## config.mk

```make
export PLATFORM = sky130hd
export DESIGN_NAME = spadm_wrbuf
export DESIGN_NICKNAME = d
export VERILOG_FILES = /design/src/rtl/spadm_pkg.sv /design/src/rtl/spadm_fwd_merge.sv /design/src/rtl/spadm_wrbuf.sv
export SDC_FILE = /design/constraint.sdc
export NUM_CORES = 1
export LEC_CHECK = 0
export ABC_AREA = 1
export ABC_CLOCK_PERIOD_IN_PS = 12200
export CORE_MARGIN = 5
export CORE_UTILIZATION = 55
export DETAILED_ROUTE_END_ITERATION = 6
export GPL_TIMING_DRIVEN = 0
export PLACE_DENSITY = 0.84
export SYNTH_ARGS = -nofsm -noshare
export SYNTH_HDL_FRONTEND = slang
export SYNTH_HIERARCHICAL = 1
export SYNTH_SLANG_ARGS = --single-unit
```

## constraint.sdc

```tcl
create_clock -name clk_h -period 12.2 [get_ports clk_h]
set_input_delay 1.83 -clock clk_h [delete_from_list [all_inputs] [get_ports clk_h]]
set_output_delay 1.83 -clock clk_h [all_outputs]
set_load 0.02 [all_outputs]
```

## src/rtl/spadm_pkg.sv

```systemverilog
// Shared types for the M scratchpad write-posting buffer: widths, posted-entry layout,
// array-port cycle class and the byte-lane merge used by forwarding and coalescing.
package spadm_pkg;

  localparam int SPADM_AW = 4;
  localparam int SPADM_DW = 32;
  localparam int SPADM_NB = SPADM_DW / 8;

  typedef struct packed {
    logic [SPADM_AW-1:0] addr;
    logic [SPADM_DW-1:0] data;
    logic [SPADM_NB-1:0] bmask;
  } spadm_entry_t;

  typedef enum logic [1:0] {
    CYC_IDLE,
    CYC_READ,
    CYC_DRAIN,
    CYC_FULL
  } spadm_cyc_e;

  function automatic logic [SPADM_DW-1:0] spadm_byte_merge(
    input logic [SPADM_DW-1:0] old_dat,
    input logic [SPADM_DW-1:0] new_dat,
    input logic [SPADM_NB-1:0] bmask
  );
    logic [SPADM_DW-1:0] r;
    r = old_dat;
    for (int b = 0; b < SPADM_NB; b++) begin
      if (bmask[b]) r[8*b +: 8] = new_dat[8*b +: 8];
    end
    return r;
  endfunction

endpackage

```

## src/rtl/spadm_fwd_merge.sv

```systemverilog
// Per-byte newest-match selector: pending entries override the inverted array data.
// Purely combinational; entry index DEPTH-1 is the newest, so later indices win.
module spadm_fwd_merge
  import spadm_pkg::*;
#(
  parameter int DEPTH = 2,
  parameter int AW    = SPADM_AW
) (
  input  logic [DEPTH-1:0]          ent_vld_i,
  input  logic [DEPTH*AW-1:0]       ent_addr_i,
  input  logic [DEPTH*SPADM_DW-1:0] ent_data_i,
  input  logic [DEPTH*SPADM_NB-1:0] ent_bmask_i,
  input  logic [AW-1:0]             rd_addr_i,
  input  logic [SPADM_DW-1:0]       mbus_l_i,
  output logic [SPADM_DW-1:0]       rd_data_o
);

  always_comb begin
    rd_data_o = ~mbus_l_i;
    for (int i = 0; i < DEPTH; i++) begin
      if (ent_vld_i[i] && (ent_addr_i[i*AW +: AW] == rd_addr_i)) begin
        rd_data_o = spadm_byte_merge(rd_data_o, ent_data_i[i*SPADM_DW +: SPADM_DW],
                                     ent_bmask_i[i*SPADM_NB +: SPADM_NB]);
      end
    end
  end

endmodule

```

## src/rtl/spadm_wrbuf.sv

```systemverilog
// Write-posting buffer for the MTMP scratchpad: reads win the shared array port (data 1 cycle later),
// posted writes drain when idle; when full the head drains and stall_h holds requests. SPADM_COALESCE_EN merges same-address writes into the tail.
module spadm_wrbuf
  import spadm_pkg::*;
#(
  parameter int DEPTH = 2,
  parameter int AW    = SPADM_AW
) (
  input  logic                clk_h,
  input  logic                reset_h,
  input  logic                wr_req_h,
  input  logic [AW-1:0]       wr_addr_h,
  input  logic [SPADM_NB-1:0] wr_bmask_h,
  input  logic [SPADM_DW-1:0] wbus_h,
  input  logic                rd_req_h,
  input  logic [AW-1:0]       rd_addr_h,
  input  logic [SPADM_DW-1:0] mbus_l,
  output logic [AW-1:0]       mspa_h,
  output logic [SPADM_NB-1:0] spw_l,
  output logic                mcs_tmp_l,
  output logic [SPADM_DW-1:0] wdata_h,
  output logic [SPADM_DW-1:0] mdata_h,
  output logic                rd_vld_h,
  output logic                stall_h
);

  localparam int CW = $clog2(DEPTH + 1);
  localparam logic [CW-1:0] FULL_CNT = CW'(DEPTH);
`ifdef SPADM_COALESCE_EN
  localparam bit COALESCE = 1'b1;
`else
  localparam bit COALESCE = 1'b0;
`endif

  spadm_entry_t        ent_q [DEPTH];
  spadm_entry_t        ent_d [DEPTH];
  spadm_entry_t        ent_w [DEPTH];
  logic [CW-1:0]       cnt_q, cnt_d;
  logic [AW-1:0]       addr_q;
  logic [SPADM_DW-1:0] mdata_q;
  logic                rd_vld_q;

  spadm_cyc_e          cyc;
  logic [AW-1:0]       tail_addr;
  logic                pop, wr_live, can_merge, do_merge, do_alloc, rd_acc;
  logic [SPADM_DW-1:0] fwd_data;

  logic [DEPTH-1:0]          fw_vld;
  logic [DEPTH*AW-1:0]       fw_addr;
  logic [DEPTH*SPADM_DW-1:0] fw_data;
  logic [DEPTH*SPADM_NB-1:0] fw_bmask;

  // Reset forces IDLE so the array sees no strobe while the FIFO is being cleared.
  always_comb begin
    if (reset_h)                cyc = CYC_IDLE;
    else if (cnt_q == FULL_CNT) cyc = CYC_FULL;
    else if (rd_req_h)          cyc = CYC_READ;
    else if (cnt_q != '0)       cyc = CYC_DRAIN;
    else                        cyc = CYC_IDLE;
  end

  always_comb begin
    tail_addr = '0;
    for (int i = 0; i < DEPTH; i++) begin
      if (cnt_q == CW'(i + 1)) tail_addr = ent_q[i].addr;
    end
  end

  assign pop       = (cyc == CYC_FULL) || (cyc == CYC_DRAIN);
  assign wr_live   = wr_req_h && (wr_bmask_h != '0);
  // A lone entry that is draining this cycle cannot absorb a merge.
  assign can_merge = COALESCE && wr_live && (cnt_q != '0) && (tail_addr == wr_addr_h)
                     && !(pop && (cnt_q == CW'(1)));
  assign stall_h   = (cyc == CYC_FULL) && (rd_req_h || (wr_req_h && !can_merge));
  assign do_merge  = can_merge && !stall_h;
  assign do_alloc  = wr_live && !do_merge && (cyc != CYC_FULL);
  assign rd_acc    = (cyc == CYC_READ);

  always_comb begin
    for (int i = 0; i < DEPTH; i++) begin
      ent_w[i] = ent_q[i];
      if (do_merge && (cnt_q == CW'(i + 1))) begin
        ent_w[i].data  = spadm_byte_merge(ent_q[i].data, wbus_h, wr_bmask_h);
        ent_w[i].bmask = ent_q[i].bmask | wr_bmask_h;
      end
      if (do_alloc && (cnt_q == CW'(i))) begin
        ent_w[i].addr  = wr_addr_h;
        ent_w[i].data  = wbus_h;
        ent_w[i].bmask = wr_bmask_h;
      end
    end
    for (int i = 0; i < DEPTH; i++) begin
      ent_d[i] = ent_w[i];
      if (pop) ent_d[i] = (i < DEPTH - 1) ? ent_w[(i + 1) % DEPTH] : '0;
    end
    cnt_d = cnt_q;
    if (do_alloc && !pop)      cnt_d = cnt_q + CW'(1);
    else if (!do_alloc && pop) cnt_d = cnt_q - CW'(1);
  end

  always_comb begin
    mspa_h    = addr_q;
    spw_l     = '1;
    mcs_tmp_l = 1'b1;
    unique case (cyc)
      CYC_READ: begin
        mspa_h    = rd_addr_h;
        mcs_tmp_l = 1'b0;
      end
      CYC_DRAIN, CYC_FULL: begin
        mspa_h = ent_q[0].addr;
        spw_l  = ~ent_q[0].bmask;
      end
      default: ;
    endcase
  end

  assign wdata_h = ent_q[0].data;

  always_comb begin
    for (int i = 0; i < DEPTH; i++) begin
      fw_vld[i]                        = (cnt_q > CW'(i));
      fw_addr[i*AW +: AW]              = ent_q[i].addr;
      fw_data[i*SPADM_DW +: SPADM_DW]  = ent_q[i].data;
      fw_bmask[i*SPADM_NB +: SPADM_NB] = ent_q[i].bmask;
    end
  end

  spadm_fwd_merge #(
    .DEPTH (DEPTH),
    .AW    (AW)
  ) u_fwd (
    .ent_vld_i   (fw_vld),
    .ent_addr_i  (fw_addr),
    .ent_data_i  (fw_data),
    .ent_bmask_i (fw_bmask),
    .rd_addr_i   (rd_addr_h),
    .mbus_l_i    (mbus_l),
    .rd_data_o   (fwd_data)
  );

  always_ff @(posedge clk_h or posedge reset_h) begin
    if (reset_h) begin
      for (int i = 0; i < DEPTH; i++) ent_q[i] <= '0;
      cnt_q    <= '0;
      addr_q   <= '0;
      mdata_q  <= '0;
      rd_vld_q <= 1'b0;
    end else begin
      for (int i = 0; i < DEPTH; i++) ent_q[i] <= ent_d[i];
      cnt_q    <= cnt_d;
      addr_q   <= mspa_h;
      rd_vld_q <= rd_acc;
      if (rd_acc) mdata_q <= fwd_data;
    end
  end

  assign mdata_h  = mdata_q;
  assign rd_vld_h = rd_vld_q;

endmodule

```

==> results.ini <==
[run_status]
outcome=complete, but fails checks
violations=DRC

[floorplanning]
die_y_um=128
rows=43
num_io_pins=155
initial_core_util_pct=55.5
core-area_sq_mm=0.0138
die_area_sq_mm=0.0164
die_w_um=128

[global_route]
grt_pass1_wl_um=37900
overflow=0
first_global_vias=7680
antenna_found_initial=0
track_usage_pct=29.3
grt_start_max_net_pins=88

[logic_synthesis]
ys_seq_area_share_pct=38.9
ys_ff_latch=119
synth_top_area_cell=dfrtp_1
synth_top_family_by_area=simple AND/OR/NAND/NOR gates
ys_warn_count=6
synthAdderAreaFrac_pct=0.654
syn-num-nets=1201
syn_area_per_cell_sq_um=6.85
synthMuxAreaShare_pct=0
syn_area_sq_mm=0.00765
synth.distinct_cells=30
netlist.area_leader.share_pct=38.9
synth-compound-area-share_pct=0.834
synthCells=1117
synthSimpleGateAreaFrac_pct=44.5
synth_xor_area_share_pct=0.556
synthTopCellsByArea=dfrtp_1, nand2_1, nor2_1

[setup_path]
crit_arrival_ns=4.82
cp-start-kind=input pin
r2r-end=mdata_h[24]
crit_start=reset_h
endpoint=spw_l[2]
worst-setup-path-type=in2out
r2r_cells=14
critPathMaxFanout=87
worstReg2RegStart=cnt_q[0]
cp.required_ns=10.37
endpoint_kind=primary output
rrSetupSlack_ns=9.19

[cts]
clockBufferDepth=2
cts.clk_slew.worst_paths_ns=0.05
postCtsHoldBufs=0
post_cts_buffers=0
post_cts_resized=0
clock_sinks=119
cts_made_buffers=17
cts_tree=done
cts_root_buf=clkbuf_16
clk_latency_ns=0.42
htreeDepth=4

[power_and_ir_drop]
leakage_uw=0.00542
ir_drop_mv=0.147
p_per_area_mw_per_mm2=250

[run]
max-cap-violations=0

[finish]
layout-drive-gt1-share_pct=10.1
seq_area_sq_mm=0.00298
area_growth_pct=30.6
nets=1375
multi_input_area_sq_mm=0.00356
fill_cells=1147
layout_commonest_cell=nand2_1
design_area_sq_mm=0.00999
diodes=0
final_cell_mix=nand2_1, nor2_1, clkdlybuf4s50_1, inv_1, dfrtp_1

[detailed_routing]
vias=8062
drt_first_pass_iters=7
vias_per_cell=5.44
wire_per_inst_um=16.0
drc=19
wirelength_um=23700
drt_iter0_markers=1071
antenna_left=0

[timing]
fin_crit_sh_pct=54.5
rsz0062_at_grt=false
fmax_ghz=0.150
setup_viol=0
finClkSkew_ns=0.00830
timing.slew.headroom_pct=49.4
tightestPinTransition_ns=0.756
slew_viol_final=0
fin_tns_setup_ns=0
hold_viol=0
period_needed_ns=6.65

[place]
dp_hpwl_um=16800
placed_area_sq_mm=0.00945
io_buffers=154
place.gp.congestion=0.916

[hold_path]
hp-start=mdata_h[0]
min-delay-path-class=reg2reg

## synthesized netlist by cell type
cell type,number
xnor2_1,1
nand3_4,1
nor2_4,7
a21oi_2,1
ha_1,4
clkbuf_1,21
a21oi_1,2
nand4_2,1
buf_1,1
xnor2_2,1
dfrtp_1,119
buf_2,41
nor2_1,182
nand4_1,108
inv_1,136
nand2_2,3
and2_1,21
nand2_1,312
nand3_1,81
nand4_4,4
o211ai_1,4
nand3_2,2
inv_2,3
xor2_1,2
o21ai_0,3
nor2_2,1
buf_6,2
buf_4,37
and2_0,15
or2_0,1
## through the flow
stage	hold WS [ns]	util, %	setup WS (ns)	total power (uW)	std cells
5_1_grt	0.493	72.5	5.37	2660	1482
4_1_cts	0.478	72.5	5.57	2490	1482
6_report	0.475	72.5	5.55	2490	1482
2_1_floorplan	0.478	-	4.76	1530	1117
3_5_place_dp	0.464	68.6	5.57	2010	1452
3_3_place_gp	0.463	68.4	1.97	1980	1451
## cell families after synthesis
group | Yosys count
XOR/XNOR | 4
flip-flops | 119
AND/OR/NAND/NOR | 739
adder cells (fa/ha/maj) | 4
AO/OA/AOI/OAI | 10
buffers and inverters | 241
## sequential cells by signal, summed over array words and instances, names as in the netlist
register	cells
addr_q	4
cnt_q	2
ent_q	48
mdata_h	32
rd_vld_h	1
wdata_h	32
## per-layer routing
metal	wire length, um	global-route usage, %	part of all wire [%]
met5	0	0	0
met4	875	13.1	3.7
met2	11300	48.3	47
met1	9290	37.3	39
met3	2300	5.75	9.7
## report_power, final
part	switching (uW)	internal [uW]	leakage, uW
Clock	174	288	0.000269
Combinational	789	523	0.00364
Sequential	134	586	0.00151
## critical path: stages
cell and delay (ns):
clkdlybuf4s50_1 0.49, inv_6 0.30, buf_16 0.40, nand3_2 0.31, inv_2 0.23, buf_4 0.21
buf_2 0.30, nand2_1 0.14, clkdlybuf4s50_1 0.56
## area by class of cell
type | count | share of cell area [%]
timing repair buffer | 155 | 15.7
clock inverter | 3 | 0.150
inverter | 139 | 5.27
tap | 180 | 2.26
sequential | 119 | 29.8
buffer | 102 | 5.89
multi-input combinational | 757 | 35.7
clock buffer | 27 | 5.24
## worst min path at each step
| stage | cells after the start | to | slack [ns] |
|---|---|---|---|
| detailed placement | 2 | mdata_h[11] | 0.46 |
| global placement | 2 | mdata_h[3] | 0.46 |
| floorplan | 2 | cnt_q[1] | 0.48 |
| CTS | 2 | mdata_h[11] | 0.48 |
| global route | 2 | mdata_h[11] | 0.49 |
| finish | 2 | mdata_h[0] | 0.47 |
Power figures use the tool's default switching activity.
